### config.mk
export PLATFORM = sky130hd
export DESIGN_NAME = bp_update_scheduler_flat
export DESIGN_NICKNAME = d
export VERILOG_FILES = /design/src/rtl/bp_update_scheduler_if.sv /design/src/rtl/bp_update_scheduler.sv /design/src/flat_wrapper.sv
export SDC_FILE = /design/constraint.sdc
export NUM_CORES = 1
export LEC_CHECK = 0
export ABC_AREA = 1
export BUFFER_PORTS_ARGS = -buffer_cell sky130_fd_sc_hd__clkbuf_2
export CAP_MARGIN = 20
export CORE_MARGIN = 4
export CORE_UTILIZATION = 31
export CTS_BUF_LIST = sky130_fd_sc_hd__clkbuf_8 sky130_fd_sc_hd__clkbuf_16
export CTS_CLUSTER_DIAMETER = 200
export DETAILED_ROUTE_END_ITERATION = 16
export PLACE_DENSITY = 0.59
export SETUP_SLACK_MARGIN = 0.02
export SLEW_MARGIN = 40
export SYNTH_ARGS = -nofsm -noshare
export SYNTH_HDL_FRONTEND = slang
export SYNTH_SLANG_ARGS = --single-unit
### constraint.sdc
create_clock -name clk -period 2 [get_ports clk]
set_input_delay 0.3 -clock clk [delete_from_list [all_inputs] [get_ports clk]]
set_output_delay 0.3 -clock clk [all_outputs]
set_load 0.1 [all_outputs]
### src/rtl/bp_update_scheduler_if.sv
// Update-port bundle between the branch-resolution requesters, the scheduler and the predictor.
interface bp_update_scheduler_if #(
    parameter int DEPTH = 8,
    parameter int CNT_W = 16
);
    logic                     ex_valid;
    logic [31:0]              ex_pc;
    logic                     ex_taken;
    logic                     ex_mispred;
    logic                     ex_ready;
    logic                     cm_valid;
    logic [31:0]              cm_pc;
    logic                     cm_taken;
    logic                     cm_ready;
    logic                     flush;
    logic                     upd_hold;
    logic                     upd_valid;
    logic [31:0]              upd_pc;
    logic                     upd_taken;
    logic [$clog2(DEPTH):0]   q_count;
    logic [CNT_W-1:0]         mispred_cnt;

    modport master (
        output ex_valid, ex_pc, ex_taken, ex_mispred,
        output cm_valid, cm_pc, cm_taken,
        output flush, upd_hold,
        input  ex_ready, cm_ready, upd_valid, upd_pc, upd_taken, q_count, mispred_cnt
    );

    modport slave (
        input  ex_valid, ex_pc, ex_taken, ex_mispred,
        input  cm_valid, cm_pc, cm_taken,
        input  flush, upd_hold,
        output ex_ready, cm_ready, upd_valid, upd_pc, upd_taken, q_count, mispred_cnt
    );
endinterface

### src/rtl/bp_update_scheduler.sv
// Arbitrates execute/commit branch-training updates into a FIFO that drains one
// update per cycle into the tournament predictor's single update port.
module bp_update_scheduler #(
    parameter int DEPTH = 8,
    parameter int CNT_W = 16
) (
    input logic                  clk,
    input logic                  rst_n,
    bp_update_scheduler_if.slave bus
);
    localparam int PTR_W  = $clog2(DEPTH);
    localparam int CNT_QW = PTR_W + 1;
    localparam logic [CNT_QW-1:0] FULL_CNT = CNT_QW'(DEPTH);
    localparam logic [CNT_W-1:0]  SAT_CNT  = {CNT_W{1'b1}};

    logic [32:0]        mem_r [DEPTH];
    logic [PTR_W-1:0]   wr_ptr_r;
    logic [PTR_W-1:0]   rd_ptr_r;
    logic [CNT_QW-1:0]  count_r;
    logic               rr_r;
    logic [CNT_W-1:0]   mispred_cnt_r;

    logic               full_s;
    logic               empty_s;
    logic               grant_ex_s;
    logic               grant_cm_s;
    logic               push_s;
    logic               pop_s;
    logic [32:0]        wr_data_s;
    logic [32:0]        head_s;

    assign full_s  = (count_r == FULL_CNT);
    assign empty_s = (count_r == {CNT_QW{1'b0}});
    assign push_s  = grant_ex_s | grant_cm_s;
    assign head_s  = mem_r[rd_ptr_r];

    // Grant selection: mispredict beats round-robin; fullness is the pre-pop value.
    always_comb begin
        grant_ex_s = 1'b0;
        grant_cm_s = 1'b0;
        if (!rst_n || full_s || bus.flush) begin
            grant_ex_s = 1'b0;
            grant_cm_s = 1'b0;
        end else if (bus.ex_valid && bus.ex_mispred) begin
            grant_ex_s = 1'b1;
        end else if (bus.ex_valid && bus.cm_valid) begin
            if (rr_r) begin
                grant_cm_s = 1'b1;
            end else begin
                grant_ex_s = 1'b1;
            end
        end else if (bus.ex_valid) begin
            grant_ex_s = 1'b1;
        end else if (bus.cm_valid) begin
            grant_cm_s = 1'b1;
        end else begin
            grant_ex_s = 1'b0;
            grant_cm_s = 1'b0;
        end
    end

    // Write-data mux and drain condition.
    always_comb begin
        wr_data_s = 33'h0;
        if (grant_ex_s) begin
            wr_data_s = {bus.ex_pc, bus.ex_taken};
        end else begin
            wr_data_s = {bus.cm_pc, bus.cm_taken};
        end
        pop_s = rst_n && !empty_s && !bus.upd_hold && !bus.flush;
    end

    assign bus.ex_ready    = grant_ex_s;
    assign bus.cm_ready    = grant_cm_s;
    assign bus.upd_valid   = pop_s;
    assign bus.upd_pc      = pop_s ? head_s[32:1] : 32'h0;
    assign bus.upd_taken   = pop_s ? head_s[0] : 1'b0;
    assign bus.q_count     = count_r;
    assign bus.mispred_cnt = mispred_cnt_r;

    // FIFO storage, pointers and occupancy; flush empties the queue in one edge.
    always_ff @(posedge clk or negedge rst_n) begin
        if (!rst_n) begin
            for (int i = 0; i < DEPTH; i++) begin
                mem_r[i] <= 33'h0;
            end
            wr_ptr_r <= {PTR_W{1'b0}};
            rd_ptr_r <= {PTR_W{1'b0}};
            count_r  <= {CNT_QW{1'b0}};
        end else if (bus.flush) begin
            wr_ptr_r <= {PTR_W{1'b0}};
            rd_ptr_r <= {PTR_W{1'b0}};
            count_r  <= {CNT_QW{1'b0}};
        end else begin
            if (push_s) begin
                mem_r[wr_ptr_r] <= wr_data_s;
                wr_ptr_r        <= wr_ptr_r + PTR_W'(1'b1);
            end
            if (pop_s) begin
                rd_ptr_r <= rd_ptr_r + PTR_W'(1'b1);
            end
            case ({push_s, pop_s})
                2'b10:   count_r <= count_r + CNT_QW'(1'b1);
                2'b01:   count_r <= count_r - CNT_QW'(1'b1);
                default: count_r <= count_r;
            endcase
        end
    end

    // Round-robin pointer and saturating mispredict counter; both survive flush.
    always_ff @(posedge clk or negedge rst_n) begin
        if (!rst_n) begin
            rr_r          <= 1'b0;
            mispred_cnt_r <= {CNT_W{1'b0}};
        end else begin
            if (grant_ex_s) begin
                rr_r <= 1'b1;
            end else if (grant_cm_s) begin
                rr_r <= 1'b0;
            end else begin
                rr_r <= rr_r;
            end
            if (grant_ex_s && bus.ex_mispred && (mispred_cnt_r != SAT_CNT)) begin
                mispred_cnt_r <= mispred_cnt_r + CNT_W'(1'b1);
            end else begin
                mispred_cnt_r <= mispred_cnt_r;
            end
        end
    end
endmodule

### src/flat_wrapper.sv
// flat-port wrapper written by rule: the top's interface ports become plain ports
module bp_update_scheduler_flat 
#(
    parameter int DEPTH = 8,
    parameter int CNT_W = 16
)
  (clk, rst_n, bus_ex_valid, bus_ex_pc, bus_ex_taken, bus_ex_mispred, bus_cm_valid, bus_cm_pc, bus_cm_taken, bus_flush, bus_upd_hold, bus_ex_ready, bus_cm_ready, bus_upd_valid, bus_upd_pc, bus_upd_taken, bus_q_count, bus_mispred_cnt);
  bp_update_scheduler_if #(.DEPTH(DEPTH), .CNT_W(CNT_W)) bus_i ();
  input logic clk;
  input logic rst_n;
  input wire logic [$bits(bus_i.ex_valid)-1:0] bus_ex_valid;
  input wire logic [$bits(bus_i.ex_pc)-1:0] bus_ex_pc;
  input wire logic [$bits(bus_i.ex_taken)-1:0] bus_ex_taken;
  input wire logic [$bits(bus_i.ex_mispred)-1:0] bus_ex_mispred;
  input wire logic [$bits(bus_i.cm_valid)-1:0] bus_cm_valid;
  input wire logic [$bits(bus_i.cm_pc)-1:0] bus_cm_pc;
  input wire logic [$bits(bus_i.cm_taken)-1:0] bus_cm_taken;
  input wire logic [$bits(bus_i.flush)-1:0] bus_flush;
  input wire logic [$bits(bus_i.upd_hold)-1:0] bus_upd_hold;
  output wire logic [$bits(bus_i.ex_ready)-1:0] bus_ex_ready;
  output wire logic [$bits(bus_i.cm_ready)-1:0] bus_cm_ready;
  output wire logic [$bits(bus_i.upd_valid)-1:0] bus_upd_valid;
  output wire logic [$bits(bus_i.upd_pc)-1:0] bus_upd_pc;
  output wire logic [$bits(bus_i.upd_taken)-1:0] bus_upd_taken;
  output wire logic [$bits(bus_i.q_count)-1:0] bus_q_count;
  output wire logic [$bits(bus_i.mispred_cnt)-1:0] bus_mispred_cnt;
  assign bus_i.ex_valid = bus_ex_valid;
  assign bus_i.ex_pc = bus_ex_pc;
  assign bus_i.ex_taken = bus_ex_taken;
  assign bus_i.ex_mispred = bus_ex_mispred;
  assign bus_i.cm_valid = bus_cm_valid;
  assign bus_i.cm_pc = bus_cm_pc;
  assign bus_i.cm_taken = bus_cm_taken;
  assign bus_i.flush = bus_flush;
  assign bus_i.upd_hold = bus_upd_hold;
  assign bus_ex_ready = bus_i.ex_ready;
  assign bus_cm_ready = bus_i.cm_ready;
  assign bus_upd_valid = bus_i.upd_valid;
  assign bus_upd_pc = bus_i.upd_pc;
  assign bus_upd_taken = bus_i.upd_taken;
  assign bus_q_count = bus_i.q_count;
  assign bus_mispred_cnt = bus_i.mispred_cnt;
  bp_update_scheduler #(.DEPTH(DEPTH), .CNT_W(CNT_W)) u_core (.clk(clk), .rst_n(rst_n), .bus(bus_i));
endmodule
==> results.txt <==
Sw Pwr: 5.08 mW
Hold path depth: 3
Worst-skew pair later-pin latency: 0.52 ns
CTS root buffer: clkbuf_16
WL final: 51500 µm
Full die area: 50000 µm²
Comb pwr share: 18.9%
Max Fclk: 397 MHz
Share of layout cells above drive strength 1: 23.0%
Num CTS Buffers: 35
Post-Layout Cell Count: 2813
Post-synth cell types: 29
Pre-antenna DRT Iters: 6
Initial antenna violation count: 0
Outcome: finished with violations
Clk buf depth: 3
WP data arrival: 2.22 ns
WP data required: 1.70 ns
# IOs: 129
Violated checks: setup timing
Final ANT Viol Nets: 0
Startpoint Class: flop
Top cells by area, synth: dfrtp_1 (51%), nand2_1 (28%), nor2_1 (4.0%), nand3_1 (2.8%), o21ai_0 (2.6%)
Worst Hold Launch: bus_ex_mispred
CTS tree: yes
Synth top area share: 50.6%
Power density cells: 854 nW/µm²
Setup TNS: -15.38 ns
Maximum VDD drop: 0.000461 V
Synth area leader: dfrtp_1
Cells after DPL: 2718
Flop-to-flop setup slack: -0.09 ns
Ant diodes: 0
Vias in the first global route: 13600
CTS clk-pin slew, worst paths: 0.06 ns
Dpl ws: -0.0616 ns
Register area share after synthesis: 50.6%
DRC viols: 0
Post-Syn Area: 14400 µm²
Flops & latches, synth: 291
Vias per cell: 4.95
WL per Instance: 18.3 µm
Fin. max-slew vios: 0
# fillers: 4507
Finish-stage setup viols: 37
FF-to-FF Start: u_core.bus.q_count[0]
Setup ws final: -0.518 ns
CP endpoint kind: output pin
Port buffer count: 128
Synthesis Warnings: 0
Sequential share of power: 44.1%
Routability Congestion: 0.861
Global route overflow: 0
Tcrit/Tclk final: 126%
Internal: 11.8 mW
Via count: 13900
Leakage power: 10.2 nW
Die height: 224 µm
Worst Clk Skew: 0.0227 ns
Footprint of the multi-input gates: 7380 µm²
Starting Density: 31.5%
Worst Tran Pin Value: 0.678 ns
Die Wd: 224 µm
CTS sink cnt: 291
Syn Inst Count: 2000
Clock Power Share: 37.0%
Core region area: 45700 µm²
RR Endpoint: u_core.bus.q_count[3]
Worst hold endpoint: u_core.bus.mispred_cnt[2]
DRT iter0 DRCs: 1329
Dpl hpwl: 31700 µm
Worst Path Max Fanout: 9
RSZ-0062 raised after global routing: true
Max-Cap Viols: 0
Relative slew margins: 54.8%
Worst r2r path cells: 16
Crit path kind: reg2out
Final hold vios: 0
Period minus WS final: 2.52 ns
Row count: 78
Worst min path class: in2reg
Largest net degree at the start of global routing: 118
Area growth syn-to-layout: 37.2%
H-tree lvl count: 2
Hold_ws: 0.187 ns
Register area: 7320 µm²
Switching part of the total: 30.1%
First-pass GRT wire length: 78100 µm
Total Nets Final: 2268
Syn Nets: 2079
Tot GR Track Use: 19.5%
Avg Synthesized Cell Area: 7.20 µm²
critical path: stages (launching register included):
cell	delay [ns]
dfrtp_4	0.54
inv_12	0.13
buf_6	0.11
buf_12	0.11
buf_6	0.11
nand2_1	0.07
nand3_2	0.08
a21oi_2	0.08
nor3_4	0.25
buf_12	0.21
registers in the layout (all words and copies together) (netlist names):
name                    count
u_core.bus.mispred_cnt     16
u_core.bus.q_count          4
u_core.mem_r              264
u_core.rd_ptr_r             3
u_core.rr_r                 1
u_core.wr_ptr_r             3
power groups by stage:
stage / sequential [mW] / clock (mW) / combinational (mW)
3_5_place_dp: 7.48 / 0 / 2.92
4_1_cts: 7.40 / 6.36 / 3.03
3_3_place_gp: 7.47 / 0 / 2.85
6_report: 7.43 / 6.24 / 3.19
5_1_grt: 7.55 / 6.59 / 3.58
2_1_floorplan: 7.56 / 0 / 1.81
worst max-delay path by stage:
stage	to	startpoint	cells after the start	slack [ns]
after floorplan	bus_upd_pc[10]	u_core.bus.q_count[1]	7	-0.85
after global routing	bus_upd_pc[27]	u_core.rd_ptr_r[0]	7	-0.59
after global placement	bus_upd_pc[17]	u_core.rd_ptr_r[0]	7	-0.07
after CTS	bus_upd_pc[21]	u_core.rd_ptr_r[0]	7	-0.55
after detailed placement	bus_upd_pc[31]	u_core.rd_ptr_r[0]	7	-0.06
final	bus_upd_pc[22]	u_core.rd_ptr_r[0]	9	-0.52
cell usage after synthesis (all sizes together):
master  number
nand2     1118
dfrtp      291
nor2       156
nand3       83
o21ai       74
a21oi       72
clkbuf      60
buf         49
nor3        37
inv         32
xor2         8
xnor2        6
ha           5
nand4        4
clkinv       1
fa           1
nand3b       1
o211ai       1
o21bai       1
metal layers:
metal	GRT usage, %	part of all wire (%)	up-vias
met2	33.0	49	484
met1	26.1	42	6750
met4	5.95	3.4	0
met5	0	0	-
li1	-	-	6590
met3	2.95	5.9	103
logic make-up (layout without fill, tap and decap cells):
| logic type | after synthesis | in the layout | share of synthesized area (%) |
|---|---|---|---|
| simple gates | 1399 | 1399 | 38.6 |
| flops | 291 | 291 | 50.6 |
| compound gates | 148 | 148 | 5.38 |
| buf+inv | 142 | 355 | 4.06 |
| xor+xnor | 14 | 14 | 0.852 |
| fa+ha+maj | 6 | 6 | 0.574 |
layout make-up:
class	instances	area share, %
clock buffer	40	4.78
clock inverter	21	0.874
inverter	33	0.881
multi-input combinational	1567	37.4
sequential	291	37.1
tap	600	3.80
timing repair buffer	261	15.3
metrics by stage:
stage / util [%] / instance area (µm²) / total power [mW]
finish: 43.2 / 19700 / 16.9
global route: 43.2 / 19700 / 17.7
CTS: 41.6 / 19000 / 16.8
detailed placement: 38.4 / 17500 / 10.4
global placement: 38.4 / 17500 / 10.3
floorplan: - / 14900 / 9.37
what timing repair did:
item,in CTS,in global routing
hold buffers,1,0
cloned,2,10
buffers inserted,10,13
setup endpoints to repair,85,201
gates resized for setup,76,122
pin swaps,20,45
hold endpoints to repair,50,0
cells in the final DEF (no fill, tap or decap), drive strengths merged, types with 5 or more instances in the layout:
cell | Yosys | routed
nand2 | 1118 | 1118
dfrtp | 291 | 291
buf | 49 | 160
nor2 | 156 | 156
clkbuf | 60 | 140
nand3 | 83 | 83
o21ai | 74 | 74
a21oi | 72 | 72
inv | 32 | 44
nor3 | 37 | 37
xor2 | 8 | 8
xnor2 | 6 | 6
clkinv | 1 | 6
ha | 5 | 5
Note: power is estimated with default switching activity, not from simulation.
